## src/rtl/d_mem_bridge_pkg.sv

```systemverilog
// Shared types and constants for the 16-bit to 8-bit data-side memory bridge.
package d_mem_bridge_pkg;

  typedef enum logic [1:0] {
    IDLE = 2'd0,
    NOP  = 2'd1,
    B0   = 2'd2,
    B1   = 2'd3
  } state_t;

  typedef enum logic [1:0] {
    NONE = 2'd0,
    BYTE = 2'd1,
    WORD = 2'd2
  } kind_t;

  localparam logic        CMD_WRITE     = 1'b1;
  localparam logic [15:0] TIMEOUT_RDATA = 16'hFFFF;

  function automatic kind_t access_kind(input logic be0, input logic be1);
    if (be0 && be1) begin
      return WORD;
    end else if (be0 || be1) begin
      return BYTE;
    end else begin
      return NONE;
    end
  endfunction

endpackage

```

## src/rtl/d_mem_lane_mux.sv

```systemverilog
// Byte-lane steering: external byte address and write byte for the step being
// issued, and placement of a returned read byte into the 16-bit word.
module d_mem_lane_mux
  import d_mem_bridge_pkg::*;
#(
  parameter bit BIG_ENDIAN = 1'b0
) (
  input  kind_t       kind,
  input  logic        issue_step,
  input  logic        capture_step,
  input  logic [15:0] addr,
  input  logic [15:0] wdata,
  input  logic [15:0] hold,
  input  logic [7:0]  rdata,
  output logic [15:0] byte_addr,
  output logic [7:0]  byte_wdata,
  output logic [15:0] rd_word
);

  logic issue_upper;
  logic capture_upper;

  // Upper-lane selection for WORD accesses: step 0 is the even byte.
  assign issue_upper   = issue_step ^ BIG_ENDIAN;
  assign capture_upper = capture_step ^ BIG_ENDIAN;

  // Lane steering per access kind; BYTE and NONE use the low lane as-is.
  always_comb begin
    byte_addr  = addr;
    byte_wdata = wdata[7:0];
    rd_word    = {8'h00, rdata};
    case (kind)
      WORD: begin
        byte_addr  = {addr[15:1], issue_step};
        byte_wdata = issue_upper ? wdata[15:8] : wdata[7:0];
        rd_word    = capture_upper ? {rdata, hold[7:0]} : {hold[15:8], rdata};
      end
      BYTE: begin
        byte_addr  = addr;
        byte_wdata = wdata[7:0];
        rd_word    = {8'h00, rdata};
      end
      default: begin
        byte_addr  = addr;
        byte_wdata = wdata[7:0];
        rd_word    = {8'h00, rdata};
      end
    endcase
  end

endmodule

```

## src/rtl/d_mem_bridge.sv

```systemverilog
// Core data port to 8-bit req/ack memory bus bridge. Optional bus-cycle timeout
// (and the TIMEOUT_CYCLES parameter) is enabled by defining D_BRIDGE_TIMEOUT_EN.
module d_mem_bridge
  import d_mem_bridge_pkg::*;
#(
  parameter bit BIG_ENDIAN = 1'b0
`ifdef D_BRIDGE_TIMEOUT_EN
  ,
  parameter int TIMEOUT_CYCLES = 255
`endif
) (
  input  logic        clk,
  input  logic        a_rst,
  input  logic        d_mem_assert,
  input  logic        d_mem_cmd,
  input  logic        d_mem_be0,
  input  logic        d_mem_be1,
  input  logic [15:0] d_mem_addr,
  input  logic [15:0] d_mem_data_out,
  output logic [15:0] d_mem_data_in,
  output logic        d_mem_rdy,
  output logic        ext_req,
  output logic        ext_we,
  output logic [15:0] ext_addr,
  output logic [7:0]  ext_wdata,
  input  logic [7:0]  ext_rdata,
  input  logic        ext_ack,
  output logic        bus_err
);

  state_t      state;
  state_t      state_next;
  kind_t       kind_q;
  kind_t       src_kind;
  logic        cmd_q;
  logic        src_cmd;
  logic [15:0] addr_q;
  logic [15:0] src_addr;
  logic [15:0] data_q;
  logic [15:0] src_data;
  logic [15:0] hold;
  logic [15:0] byte_addr;
  logic [7:0]  byte_wdata;
  logic [15:0] rd_word;
  logic        in_bus;
  logic        issue_load;
  logic        capture;
  logic        read_done;
  logic        timeout_hit;
  logic        timeout_rd;

  // In IDLE the request is taken straight from the core so the first byte
  // cycle can be registered on the accepting edge.
  assign src_kind = (state == IDLE) ? access_kind(d_mem_be0, d_mem_be1) : kind_q;
  assign src_cmd  = (state == IDLE) ? d_mem_cmd      : cmd_q;
  assign src_addr = (state == IDLE) ? d_mem_addr     : addr_q;
  assign src_data = (state == IDLE) ? d_mem_data_out : data_q;

  assign in_bus     = (state == B0) || (state == B1);
  assign issue_load = ((state_next == B0) && (state != B0)) ||
                      ((state_next == B1) && (state != B1));
  assign capture    = in_bus && ext_ack && (cmd_q != CMD_WRITE);
  assign read_done  = capture && (state_next == IDLE);
  assign timeout_rd = timeout_hit && (cmd_q != CMD_WRITE);

  d_mem_lane_mux #(
    .BIG_ENDIAN (BIG_ENDIAN)
  ) u_lane_mux (
    .kind         (src_kind),
    .issue_step   (state_next == B1),
    .capture_step (state == B1),
    .addr         (src_addr),
    .wdata        (src_data),
    .hold         (hold),
    .rdata        (ext_rdata),
    .byte_addr    (byte_addr),
    .byte_wdata   (byte_wdata),
    .rd_word      (rd_word)
  );

  // Next-state logic; an ack always wins over a timeout on the same cycle.
  always_comb begin
    state_next = state;
    case (state)
      IDLE: begin
        if (d_mem_assert) begin
          state_next = (access_kind(d_mem_be0, d_mem_be1) == NONE) ? NOP : B0;
        end else begin
          state_next = IDLE;
        end
      end
      NOP: state_next = IDLE;
      B0: begin
        if (ext_ack) begin
          state_next = (kind_q == WORD) ? B1 : IDLE;
        end else if (timeout_hit) begin
          state_next = IDLE;
        end else begin
          state_next = B0;
        end
      end
      B1: begin
        if (ext_ack || timeout_hit) begin
          state_next = IDLE;
        end else begin
          state_next = B1;
        end
      end
      default: state_next = IDLE;
    endcase
  end

  // State, request latch and registered bus/core outputs.
  always_ff @(posedge clk or posedge a_rst) begin
    if (a_rst) begin
      state     <= IDLE;
      d_mem_rdy <= 1'b1;
      kind_q    <= NONE;
      cmd_q     <= 1'b0;
      addr_q    <= 16'h0000;
      data_q    <= 16'h0000;
      ext_req   <= 1'b0;
      ext_we    <= 1'b0;
      ext_addr  <= 16'h0000;
      ext_wdata <= 8'h00;
      hold      <= 16'h0000;
    end else begin
      state     <= state_next;
      d_mem_rdy <= (state_next == IDLE);
      ext_req   <= (state_next == B0) || (state_next == B1);
      if ((state == IDLE) && d_mem_assert) begin
        kind_q <= src_kind;
        cmd_q  <= d_mem_cmd;
        addr_q <= d_mem_addr;
        data_q <= d_mem_data_out;
      end
      if (issue_load) begin
        ext_addr  <= byte_addr;
        ext_wdata <= byte_wdata;
        ext_we    <= (src_cmd == CMD_WRITE);
      end
      if (capture) begin
        hold <= rd_word;
      end
    end
  end

  // The core only sees a read word once the whole access has finished.
  always_ff @(posedge clk or posedge a_rst) begin
    if (a_rst) begin
      d_mem_data_in <= 16'h0000;
    end else if (read_done) begin
      d_mem_data_in <= rd_word;
    end else if (timeout_rd) begin
      d_mem_data_in <= TIMEOUT_RDATA;
    end
  end

`ifdef D_BRIDGE_TIMEOUT_EN
  localparam int CW = (TIMEOUT_CYCLES > 255) ? $clog2(TIMEOUT_CYCLES + 1) : 8;

  logic [CW-1:0] wait_cnt;

  assign timeout_hit = in_bus && !ext_ack && (wait_cnt == CW'(TIMEOUT_CYCLES - 1));

  // Wait counter restarts whenever a byte cycle is acked or the state changes.
  always_ff @(posedge clk or posedge a_rst) begin
    if (a_rst) begin
      wait_cnt <= '0;
      bus_err  <= 1'b0;
    end else begin
      if (in_bus && !ext_ack && !timeout_hit) begin
        wait_cnt <= wait_cnt + CW'(1);
      end else begin
        wait_cnt <= '0;
      end
      if (timeout_hit) begin
        bus_err <= 1'b1;
      end
    end
  end
`else
  assign timeout_hit = 1'b0;
  assign bus_err     = 1'b0;
`endif

endmodule
```

## config.mk

```make
export PLATFORM = sky130hd
export DESIGN_NAME = d_mem_bridge
export DESIGN_NICKNAME = d
export VERILOG_FILES = /design/src/rtl/d_mem_bridge_pkg.sv /design/src/rtl/d_mem_lane_mux.sv /design/src/rtl/d_mem_bridge.sv
export SDC_FILE = /design/constraint.sdc
export NUM_CORES = 1
export LEC_CHECK = 0
export BUFFER_PORTS_ARGS = -buffer_cell sky130_fd_sc_hd__clkbuf_2
export CAP_MARGIN = 20
export CORE_MARGIN = 8
export CORE_UTILIZATION = 30
export CTS_BUF_LIST = sky130_fd_sc_hd__clkbuf_4
export DETAILED_ROUTE_END_ITERATION = 16
export GPL_TIMING_DRIVEN = 1
export SETUP_SLACK_MARGIN = 0.4
export SYNTH_ARGS = -nofsm -noshare
export SYNTH_HDL_FRONTEND = slang
export SYNTH_SLANG_ARGS = --single-unit
```

## constraint.sdc

```tcl
create_clock -name clk -period 2.7 [get_ports clk]
set_input_delay 0.135 -clock clk [delete_from_list [all_inputs] [get_ports clk]]
set_output_delay 0.135 -clock clk [all_outputs]
set_load 0.005 [all_outputs]
```

== After elaboration in Yosys (flattened, before gate mapping) ==
Cells that the tools add are included.
Storage, ports and cells
  flip-flop bits (word level): 96
  latch bits: 0
  memory bits (writable): 0
  bits in read-only memories: 0
  input bits: 47
  output and inout bits: 44
  memories kept: 0
Cells by class
  $add $sub $neg: 0
  multipliers: 0
  div/mod/pow operators: 0
  $lt $le $gt $ge: 0
  eq/ne operators: 9
  shift-type cells: 0
  multiplexer cells: 19
  bitwise gates (word level): 1
  reductions and logical operators: 14
Operator list (number)
  2-to-1 mux 16 bit: 4
  2-to-1 mux 2 bit: 9
  2-to-1 mux 8 bit: 2
  == test 2 bit (second input constant): 6
  case mux 2 bit (4 select lines): 1
  logical AND 1 bit: 7
  zero test 2 bit: 3
  logical OR 1 bit: 4
  inequality test 2 bit (second input constant): 2
  2-to-1 mux 1 bit: 3
  == test 2 x 1 -> 1 bit (second input constant): 1
  NOT 1 bit: 1

== Logic depth before layout (Yosys ltp) ==
  depth in word-level cells: 12
  depth in mapped cells: 7

== Modules after synthesis ==
Synthesis repeated with hierarchy kept, for this count alone.
Unflattened totals
  cells, all modules: 313
  area, all modules: 4663.2 um^2
By module, submodules not included
  d_mem_bridge: instances 1, cells each 260, area an instance 4187.8 um^2, seq. area each 2403.6 um^2
  d_mem_lane_mux: instances 1, cells each 53, area an instance 475.5 um^2, seq. area each 0.0 um^2

== Worst setup path after synthesis ==
OpenSTA, ideal clock, no wires.
  path type: register to register
  from: register state[0]
  to: register addr_q[0]
  arrival: 1.414 ns
  setup slack: 1.161 ns
  stages on the path, launching flop included: 7
  clock period less this slack: 1.539 ns
  cells stage by stage: dfrtp_1 buf_4 nor2_2 and2_1 buf_2 buf_4 mux2_2
On the way
  word-level cells in the longest chain between the ends: 2
Ends and longest elaborated chain
  from (decl): RTL line d_mem_bridge.sv:31  | state_t state;
  from (signal assigned): RTL line d_mem_bridge.sv:128  | state <= state_next;
  zero test 2 bit: RTL line d_mem_bridge.sv:131  | if ((state == IDLE) && d_mem_assert) begin
  logical AND 1 bit: RTL line d_mem_bridge.sv:131
  to (signal assigned): RTL line d_mem_bridge.sv:134  | addr_q <= d_mem_addr;
  to (decl): RTL line d_mem_bridge.sv:37  | logic [15:0] addr_q;
No other way between the ends.
A chain may end at the register's enable or synchronous reset.

== Worst setup path after layout ==
  from: register state[1]
  to: register ext_wdata[0]
On the way
  word-level cells in the longest chain between the ends: 5
Ends and longest elaborated chain
  == test 2 bit, or another cell as far along: RTL line d_mem_bridge.sv:84  | case (state)
  case mux 2 bit (4 select lines): RTL line d_mem_bridge.sv:84
  == test 2 bit (on tied branches): RTL line d_mem_bridge.sv:61, d_mem_bridge.sv:70, d_mem_bridge.sv:60
  2-to-1 mux 8 bit, or another cell as far along: RTL line d_mem_lane_mux.sv:35  | byte_wdata = issue_upper ? wdata[15:8] : wdata[7:0];
  2-to-1 mux 8 bit or logical OR 1 bit (tied branches): RTL line d_mem_lane_mux.sv:32, d_mem_bridge.sv:60
  to (signal assigned): RTL line d_mem_bridge.sv:139  | ext_wdata <= byte_wdata;
  to (decl): RTL line d_mem_bridge.sv:25  | output logic [7:0] ext_wdata,
Several ways; a longest one is shown, not always the timed one.

==> results.sh <==
export IMPL_fill_cells=1270
export IMPL_syn2layout_area_growth_pct=31.4
export IMPL_global_route_overflow_total=0
export IMPL_numCtsBuffers=9
export IMPL_outcome="completed"
export IMPL_rsz0062_at_grt="false"
export IMPL_critical_path_required_ps=3060
export IMPL_synthCells=311
export IMPL_power_density_cell_area_mw_per_mm2=975
export IMPL_tritoncts_clock_tree="done"
export IMPL_post_synth_cell_area_avg_um2=12.6
export IMPL_drtPass1Iterations=4
export IMPL_antenna_found_initial=0
export IMPL_critPathMaxFanout=20
export IMPL_worstHoldPathType="input port to register"
export IMPL_grt_start_max_net_pins=44
export IMPL_p_total_mw=5.04
export IMPL_grt_pass1_wl_mm=15.3
export IMPL_timing_final_crit_share=0.756
export IMPL_htree_num_levels=3
export IMPL_postSynth_asyncResetShare=1.00
export IMPL_post_cts_setup_buffer_count=0
export IMPL_cts_path_max_buffers=2
export IMPL_timing_hold_ws_ps=68.4
export IMPL_avgRoutedWirePerCell_um=15.4
export IMPL_cts_root_buf="clkbuf_4"
export IMPL_dr_total_vias=2817
export IMPL_synth_edf_count=0
export IMPL_total_length_of_routed_wires_mm=9.52
export IMPL_cap_violations=0
export IMPL_critPathCaptureType="register"
export IMPL_antenna_diodes=0
export IMPL_synth_flop_cell="dfrtp_1"
export IMPL_clk_transition_reported_paths_ps=150
export IMPL_worst_clock_skew_ps=15.6
export IMPL_ys_ff_latch=88
export IMPL_die_x_um=130
export IMPL_floorplan_die_height_um=130
export IMPL_cts_sinks=88
export IMPL_peakVddDrop_mv=0.312
export IMPL_drc_errors=0
export IMPL_fmax_mhz=490
export IMPL_synth_most_common_cell="dfrtp_1"
export IMPL_ys_warn_count=0
export IMPL_design_core_area_mm2=0.0130
export IMPL_worst_slew_pin_transition_ps=720
export IMPL_post_dp_hpwl_mm=6.69
export IMPL_timing_hold_violations_final=0
export IMPL_period_minus_slack_ps=2040
export IMPL_report_final_setup_viol=0
export IMPL_synth_top_cells_by_area="dfrtp_1 (55%), mux2_2 (13%), mux2i_1 (6.4%)"
export IMPL_gr_usage_all_layers=0.116
export IMPL_count_of_boundary_i_o_pins=91
export IMPL_viasPerCell=4.54
export IMPL_drt_first_iter_violations=128
export IMPL_timing_critical_path_arrival_ps=2410
export IMPL_mappedNetlistNets=360
export IMPL_start_util=0.302
export IMPL_clock_insertion_delay_worst_skew_ps=440
export IMPL_route_antenna_remaining_nets=0
export IMPL_num_nets_final=488
export IMPL_floorplan_rows=42
export IMPL_via_count_of_the_first_global_routing_pass=2947
export IMPL_routabilityCongestion=0.771
export IMPL_finalCoreUtilization=0.397
export IMPL_synthDominantAreaCellType="dfrtp_1"
export IMPL_cp_start_kind="register"
export IMPL_synth_distinct_cells=36
export IMPL_yosysSeqAreaShare=0.560
export IMPL_synth_area_mm2=0.00393
export IMPL_timing_max_slew_rel_slack=0.520
export IMPL_timing_worst_setup_path_type="register to register"
export IMPL_floorplan_die_area_mm2=0.0170
export IMPL_maxSlewViolCount=0
export IMPL_io_buffers=89
export IMPL_fin_tns_setup_ps=0
export IMPL_synth_top_area_share=0.554
export IMPL_synth_commonest_cells="dfrtp_1 (87), mux2_2 (44), nand2_1 (38)"
export IMPL_drive_above_1_share=0.392
export IMPL_power_leakage_nw=2.41
flip-flops by register name (all words and copies together) (netlist names):
| name | count |
|---|---|
| cmd_q | 1 |
| hold | 8 |
| ext_we | 1 |
| ext_wdata | 8 |
| state | 2 |
| d_mem_rdy | 1 |
| addr_q | 16 |
| ext_addr | 16 |
| ext_req | 1 |
| kind_q | 2 |
| d_mem_data_in | 16 |
| data_q | 16 |
layout make-up:
class,instances,area [µm²],area share
tap,176,220,0.0426
inverter,4,18.8,0.00363
clock inverter,7,101,0.0196
timing repair buffer,138,958,0.185
multi-input combinational,198,1600,0.309
clock buffer,9,67.6,0.0131
sequential,88,2200,0.426
critical path: stages (launching register included):
cell and delay, ps:
dfrtp_1 750, buf_4 410, nor3b_4 430, a211oi_1 140, o31ai_2 230
through the flow:
step	cells	area (µm²)	setup slack, ps
detailed placement	561	4570	618
global route	620	5170	475
finish	620	5170	658
floorplan	311	3940	1160
global placement	561	4570	690
CTS	620	5170	578
timing repair:
action                                  4_1_cts  5_1_grt
resized for setup                             0        0
hold endpoints to repair                     93        0
endpoints found under the setup margin        0        0
hold buffers                                 43        0
routing by layer:
layer  GRT usage  share of wire  up-vias
li1            -              -     1369
met1       0.147           0.46     1374
met2       0.187           0.47       64
met3      0.0337          0.056       10
met4      0.0344          0.011        0
met5           0              0        -
final timing paths:
kind / from / to / slack, ps / depth (start not counted)
max: state[1] / ext_wdata[0] / 660 / 4
min: ext_ack / d_mem_rdy / 70 / 3
max reg2reg: state[1] / ext_wdata[0] / 660 / 4
min reg2reg: ext_addr[12] / ext_addr[12] / 500 / 2
max in group asynchronous: a_rst / addr_q[14] / 1730 / 4
min in group asynchronous: a_rst / ext_addr[0] / 290 / 3
placed cells by master (no fill, tap or decap), types with 2 or more instances in the layout:
cell,instances
buf_4,3
nor2b_1,9
buf_12,3
o21ai_1,5
clkbuf_4,9
bufinv_16,2
clkbuf_2,89
inv_1,3
a22o_1,8
ha_1,2
dfrtp_1,87
nor4b_1,8
inv_6,3
o21ai_4,2
mux2i_1,25
mux2_2,44
o31ai_2,8
a211oi_1,8
clkinvlp_4,3
o21ai_0,24
dlygate4sd3_1,43
nand2_1,38
cell families after synthesis:
group / after synthesis / synth area share
xor gates and xnor gates: 1 / 0.00414
AOI/OAI and AO/OA: 57 / 0.104
DFF: 88 / 0.560
and+or+nand+nor: 67 / 0.0942
buffers and inverters: 25 / 0.0366
other: 1 / 0.000954
muxes: 70 / 0.193
adders and majority gates: 2 / 0.00636
power by group:
part	switching (mW)	internal, mW	leakage, nW	total (mW)
Combinational	0.874	0.985	1.25	1.86
Sequential	0.371	1.94	1.07	2.31
Clock	0.485	0.385	0.0836	0.870
Total	1.73	3.31	2.41	5.04
No activity file was read; power rests on OpenSTA's default activity.
